$ cat src/rtl/icache_pkg.sv
// Shared icache definitions: the line count used by the lookup stage and the
// flush sequencer, and the flush sequencer state encoding.
package icache_pkg;

  localparam int unsigned ICACHE_NUM_LINES = 256;

  typedef enum logic [1:0] {
    StIdle,
    StDrain,
    StWalk,
    StDone
  } icache_flush_state_e;

endpackage

$ cat src/rtl/icache_flush_seq.sv
// Icache flush/invalidate sequencer: serialises full-cache flushes and
// single-line invalidates onto the tag-RAM valid-bit clear port.
module icache_flush_seq
  import icache_pkg::*;
#(
  parameter int unsigned NUM_LINES      = ICACHE_NUM_LINES,
  parameter int unsigned INDEX_W        = $clog2(NUM_LINES),
  parameter bit          FLUSH_ON_RESET = 1'b1
) (
  input  logic               clk_i,
  input  logic               rst_ni,
  input  logic               flush_req_i,
  output logic               flush_ack_o,
  input  logic               inv_valid_i,
  input  logic [INDEX_W-1:0] inv_index_i,
  output logic               inv_ready_o,
  input  logic               lookup_busy_i,
  output logic               lookup_stall_o,
  output logic               tag_wr_o,
  output logic [INDEX_W-1:0] tag_wr_index_o,
  output logic               busy_o,
  output logic               flush_done_o
);

  localparam icache_flush_state_e ResetState = FLUSH_ON_RESET ? StDrain : StIdle;
  localparam logic [INDEX_W-1:0]  LastIndex  = INDEX_W'(NUM_LINES - 1);

  icache_flush_state_e state_q, state_d;
  logic [INDEX_W-1:0]  cnt_q, cnt_d;
  logic [INDEX_W-1:0]  inv_idx_q;
  logic                inv_pend_q;
  logic                inv_accept;
  logic                stall_q;

  always_comb begin
    state_d     = state_q;
    cnt_d       = cnt_q;
    flush_ack_o = 1'b0;
    inv_ready_o = 1'b0;
    inv_accept  = 1'b0;
    case (state_q)
      StIdle: begin
        flush_ack_o = flush_req_i;
        inv_ready_o = ~flush_req_i;
        // A flush always beats a simultaneous invalidate.
        if (flush_req_i) begin
          state_d = StDrain;
        end else if (inv_valid_i) begin
          inv_accept = 1'b1;
        end
      end
      StDrain: begin
        if (!lookup_busy_i) begin
          cnt_d   = '0;
          state_d = StWalk;
        end
      end
      StWalk: begin
        cnt_d = cnt_q + 1'b1;
        if (cnt_q == LastIndex) begin
          state_d = StDone;
        end
      end
      StDone: begin
        state_d = StIdle;
      end
      default: begin
        state_d = StIdle;
      end
    endcase
  end

  always_ff @(posedge clk_i or negedge rst_ni) begin
    if (!rst_ni) begin
      state_q    <= ResetState;
      cnt_q      <= '0;
      inv_idx_q  <= '0;
      inv_pend_q <= 1'b0;
      stall_q    <= FLUSH_ON_RESET;
    end else begin
      state_q    <= state_d;
      cnt_q      <= cnt_d;
      inv_pend_q <= inv_accept;
      stall_q    <= (state_d != StIdle);
      if (inv_accept) begin
        inv_idx_q <= inv_index_i;
      end
    end
  end

  // A pending invalidate can only coexist with IDLE or DRAIN, never WALK.
  assign tag_wr_o       = (state_q == StWalk) | inv_pend_q;
  assign tag_wr_index_o = inv_pend_q ? inv_idx_q : cnt_q;
  assign busy_o         = (state_q != StIdle);
  assign flush_done_o   = (state_q == StDone);
  assign lookup_stall_o = stall_q;

endmodule
$ cat config.mk
export PLATFORM = sky130hd
export DESIGN_NAME = icache_flush_seq
export DESIGN_NICKNAME = d
export VERILOG_FILES = /design/src/rtl/icache_pkg.sv /design/src/rtl/icache_flush_seq.sv
export SDC_FILE = /design/constraint.sdc
export NUM_CORES = 1
export LEC_CHECK = 0
export BUFFER_PORTS_ARGS = -buffer_cell sky130_fd_sc_hd__buf_2
export CAP_MARGIN = 20
export CORE_MARGIN = 1
export CORE_UTILIZATION = 51
export CTS_BUF_LIST = sky130_fd_sc_hd__clkbuf_4 sky130_fd_sc_hd__clkbuf_8 sky130_fd_sc_hd__clkbuf_16
export DETAILED_ROUTE_END_ITERATION = 10
export PLACE_DENSITY = 0.75
export SLEW_MARGIN = 20
export SYNTH_ARGS = -nofsm -noshare
export SYNTH_HDL_FRONTEND = slang
export SYNTH_SLANG_ARGS = --single-unit
$ cat constraint.sdc
create_clock -name clk_i -period 2.1 [get_ports clk_i]
set_clock_uncertainty 0.2 [all_clocks]
set_input_delay 0.42 -clock clk_i [delete_from_list [all_inputs] [get_ports clk_i]]
set_output_delay 0.42 -clock clk_i [all_outputs]
set_load 0.03 [all_outputs]
==> flow_summary.json, run 1 <==
{
  "synthTopCellsByArea": "dfrtp_1, mux2_4, mux2_2",
  "grt_pass1_wl_um": 2820,
  "cts.sinks": 20,
  "r2r_end": "inv_idx_q[6]",
  "die_w_um": 47.7,
  "antenna_found_initial": 0,
  "clockBufferDepth": 2,
  "synth_top_cell_by_area": "dfrtp_1",
  "critPathArrivalTime_ps": 1400,
  "period_needed_ps": 2020,
  "slew_viol_final": 0,
  "die-area_um2": 2280,
  "path_depth": 3,
  "syn2layout_area_growth_pct": 16.2,
  "core-area_um2": 1960,
  "worstMarginPinSlew_ps": 429,
  "reg2regPathDepth": 4,
  "overflow": 0,
  "drt_iter0_markers": 14,
  "synth_cell_types": 29,
  "relSlewSlack_pct": 71.4,
  "cp-endpoint": "tag_wr_o",
  "fin_util_pct": 63.1,
  "setup_tns_ps": 0,
  "synth_area_um2": 1070,
  "rows": 16,
  "clk_pin_slew_ps": 110,
  "synth_seq_cells": 20,
  "nNetsFinal": 128,
  "cap_violations": 0,
  "syn_nets": 99,
  "p_per_area_nw_per_um2": 1280,
  "cp.required_ps": 1480,
  "cp_max_fo": 10,
  "io_buffers": 26,
  "first_pass_iters": 4,
  "post-route-period-util_pct": 96.4,
  "avgSynthCellArea_um2": 12.5,
  "ys_warn_count": 0,
  "setup-violations-final": 0,
  "synth_top_area_share_pct": 42.3,
  "htree_num_levels": 1,
  "async_reset_ff_share_pct": 100,
  "fmax_mhz": 494,
  "ys_seq_area_share_pct": 47.2,
  "worstReg2RegStart": "state_q[1]",
  "drc": 0,
  "dp_hpwl_um": 1330,
  "grt_max_degree": 21,
  "worstSetupEndpointType": "primary output",
  "netlist_top_cells_count": "dfrtp_1, mux2_2, mux2_4, mux2i_1, nand2_1",
  "slowest_stage": "dfstp_2",
  "cp_num_buf_inv": 1,
  "num_io_pins": 27,
  "start_util_pct": 54.3,
  "synth_enable_flop_cells": 0,
  "num_antenna_cells": 0,
  "grt_usage_pct": 18.4,
  "netlist_instances": 85,
  "vdd_drop_max_mv": 0.646,
  "yosysMostFrequentCell": "dfrtp_1",
  "hold_path_class": "input port to flop",
  "clk_latency_ps": 290,
  "status": "finished clean",
  "die_h_um": 47.7,
  "drt_wl_total_um": 1870,
  "drtAntennaViolNets": 0,
  "numCtsBuffers": 3,
  "cts_root_buf": "clkbuf_4",
  "rsz0062_at_grt": "false",
  "wl_per_cell_um": 13.4,
  "cp_top_family": "flip-flops",
  "first_global_vias": 650,
  "post-place-ws_ps": 355,
  "ff2ff_setup_slack_ps": 420,
  "cts_tree": "done",
  "fin_ws_ps": 76.6,
  "start_kind": "flop",
  "drt-vias-per-instance": 5.34,
  "hold_viol_final": 0,
  "p_leak_nw": 0.651,
  "path_cells": "nand2b_2, nand2b_1, buf_2",
  "cpPeakStageDelay_ps": 630,
  "drive_gt1_share_pct": 51.3,
  "crit_start": "state_q[0]",
  "yosys_most_used_dff": "dfrtp_1",
  "crit_type": "flop to primary output",
  "gp_congestion": 0.750,
  "num_vias": 748
}
cell type report:
class / instances / area, um^2
fillers: 165 / 723
flip-flops and latches: 20 / 505
multi-input cells: 58 / 500
repair buffers: 29 / 155
clock buffers: 4 / 36.3
well taps: 27 / 33.8
inverters: 2 / 7.51
where the power goes:
part | switching (mW) | internal (mW)
sequential | 0.119 | 0.532
combinational | 0.384 | 0.341
clock | 0.110 | 0.106
total | 0.612 | 0.979
worst min-delay path by stage:
stage                        start  slack, ps  cells past startpoint            to
floorplan                   rst_ni        -80                      0      cnt_q[0]
global placement            rst_ni        190                      1  inv_idx_q[7]
detailed placement          rst_ni        190                      1  inv_idx_q[7]
CTS                 inv_index_i[0]        140                      2  inv_idx_q[0]
global route        inv_index_i[3]        130                      2  inv_idx_q[3]
finish              inv_index_i[0]        140                      2  inv_idx_q[0]
per-stage QoR:
stage | instances | hold WS (ps) | instance area, um^2 | power, mW
6_report | 140 | 144 | 1240 | 1.59
3_5_place_dp | 133 | 185 | 1170 | 1.35
5_1_grt | 140 | 134 | 1240 | 1.70
4_1_cts | 138 | 140 | 1220 | 1.57
2_1_floorplan | 85 | -75.6 | 1070 | 1.23
3_3_place_gp | 133 | 188 | 1170 | 1.34
kinds of logic after synthesis:
logic type,count (synthesis),share of synthesized area [%]
AND/OR/NAND/NOR,28,16.0
AO/OA/AOI/OAI,6,3.29
flip-flops,20,47.2
multiplexers,23,26.3
buffers and inverters,7,6.10
adder cells (fa/ha/maj),1,1.17
state kept, by name, indices dropped and copies added, names as in the netlist:
| register | cells |
|---|---|
| inv_idx_q | 8 |
| inv_pend_q | 1 |
| lookup_stall_o | 1 |
| cnt_q | 8 |
| state_q | 2 |
repair_timing:
item	4_1_cts	5_1_grt
hold buffers	1	0
resized for setup	0	3
setup endpoints to repair	0	5
hold endpoints to repair	18	0
buffers inserted	0	2
metal layers:
layer / GRT usage, % / wire length, um
met5: 0 / 0
met2: 29.2 / 916
met3: 5.66 / 108
met4: 5.00 / 12
met1: 24.4 / 833
layout by cell type (no fill, tap or decap), types with 2 or more instances in the layout:
master	n
buf_2	26
dfrtp_1	16
mux2_2	8
mux2_4	8
mux2i_1	7
nand2_1	7
nor2_1	4
a21oi_1	4
clkbuf_4	3
and4b_1	2
inv_1	2
nand4_1	2
dfrtp_2	2
dfstp_2	2
buf_4	2
(Power assumes the default switching activity.)
==> run 2: changes to the inputs <==
--- a/config.mk
+++ b/config.mk
@@ -11,7 +11,9 @@
 export CORE_UTILIZATION = 51
 export CTS_BUF_LIST = sky130_fd_sc_hd__clkbuf_4 sky130_fd_sc_hd__clkbuf_8 sky130_fd_sc_hd__clkbuf_16
 export DETAILED_ROUTE_END_ITERATION = 10
-export PLACE_DENSITY = 0.75
+export HOLD_SLACK_MARGIN = 0.08
+export MAX_ROUTING_LAYER = met4
+export PLACE_DENSITY = 0.8
 export SLEW_MARGIN = 20
 export SYNTH_ARGS = -nofsm -noshare
 export SYNTH_HDL_FRONTEND = slang
==> flow_summary.json, run 2 (synthesis gave the netlist of run 1 again) <==
{
  "status": "finished clean",
  "num_antenna_cells": 0,
  "ff2ff_setup_slack_ps": 450,
  "hold_path_class": "input port to flop",
  "htree_num_levels": 1,
  "rsz0062_at_grt": "false",
  "drtAntennaViolNets": 0,
  "hold_depth": 2,
  "first_global_vias": 643,
  "clk_latency_ps": 290,
  "cp.required_ps": 1480,
  "num_io_pins": 27,
  "syn2layout_area_growth_pct": 15.5,
  "wl_per_cell_um": 13.7,
  "largest_registers": "cnt_q: 8 flops, inv_idx_q: 8 flops, state_q: 2 flops",
  "post-route-period-util_pct": 95.6,
  "grt_pass1_wl_um": 2790,
  "core-area_um2": 1960,
  "grt_usage_pct": 19.0,
  "drt_wl_total_um": 1900,
  "drive_gt1_share_pct": 50.9,
  "die-area_um2": 2280,
  "p_per_area_nw_per_um2": 1290,
  "p_leak_nw": 0.646,
  "rows": 16,
  "cts_root_buf": "clkbuf_4",
  "start_kind": "flop",
  "fin_ws_ps": 93.2,
  "drt_iter0_markers": 10,
  "numPlacedInstances": 133,
  "antenna_found_initial": 0,
  "dp_hpwl_um": 1440,
  "cts_tree": "done",
  "slew_viol_final": 0,
  "setup_tns_ps": 0,
  "setup-violations-final": 0,
  "relSlewSlack_pct": 70.6,
  "critPathArrivalTime_ps": 1390,
  "start_util_pct": 54.3,
  "hold_viol_final": 0,
  "crit_type": "flop to primary output",
  "fin_area_um2": 1230,
  "final_cell_mix": "buf_2, dfrtp_1, mux2_2, mux2_4",
  "p_total_mw": 1.58,
  "final_cell_count_no_fill": 139,
  "mostFrequentLayoutCell": "buf_2",
  "grt_max_degree": 21,
  "die_w_um": 47.7,
  "nNetsFinal": 127,
  "placedInstanceArea_um2": 1170,
  "clockBufferDepth": 2,
  "io_buffers": 26,
  "clk_pin_slew_ps": 110,
  "first_pass_iters": 4,
  "worstSetupEndpointType": "primary output",
  "drc": 0,
  "die_h_um": 47.7,
  "post-place-ws_ps": 366,
  "fin_util_pct": 62.8,
  "cts.sinks": 20,
  "num_vias": 718,
  "worstMarginPinSlew_ps": 441,
  "numCtsBuffers": 3,
  "drt-vias-per-instance": 5.17,
  "vdd_drop_max_mv": 0.653,
  "reg2regPathDepth": 3,
  "cap_violations": 0,
  "period_needed_ps": 2010,
  "fmax_mhz": 498,
  "holdWs_ps": 153,
  "gp_congestion": 0.810,
  "overflow": 0,
  "cp_max_fo": 10
}
-- run 2: cell types whose count changed in the layout (fill, tap and decap cells not counted) --
cell / before / now
buf_4: 2 / 1
-- run 2: cell type report --
cell class	instances	area [um^2]
Multi-Input combinational cell	58	500
Inverter	2	7.51
Sequential cell	20	505
Clock buffer	4	36.3
Timing Repair Buffer	28	148
Fill cell	175	731
Tap cell	27	33.8
-- run 2: report_power, final --
group	switching [mW]	total (mW)	internal (mW)
Combinational	0.382	0.714	0.332
Clock	0.107	0.213	0.106
Sequential	0.124	0.656	0.532
-- run 2: worst max-delay path, cell delays in order (launching register included) --
cell	delay (ps)
dfstp_2	640
nand2b_2	210
nand2b_1	80
buf_2	180
-- run 2: worst paths after layout --
| check | startpoint | end |
|---|---|---|
| setup / recovery | state_q[0] | tag_wr_o |
| max in group asynchronous | rst_ni | state_q[0] |
| min in group asynchronous | rst_ni | inv_idx_q[3] |
| setup reg to reg | state_q[0] | cnt_q[4] |
| hold / removal | inv_index_i[3] | inv_idx_q[3] |
| hold reg to reg | cnt_q[6] | cnt_q[6] |
-- run 2: what timing repair did --
item                                    4_1_cts  5_1_grt
resized for setup                             0        3
endpoints found under the hold margin        18        0
hold buffers                                  1        0
endpoints found under the setup margin        0        4
buffers inserted                              0        1
-- run 2: metal layers --
layer / track usage (%) / part of all wire [%] / vias to the layer above
li1: - / - / 354
met2: 30.3 / 50 / 20
met4: 5.00 / 0.63 / 0
met1: 22.9 / 45 / 342
met5: - / 0 / -
met3: 6.79 / 4.6 / 2
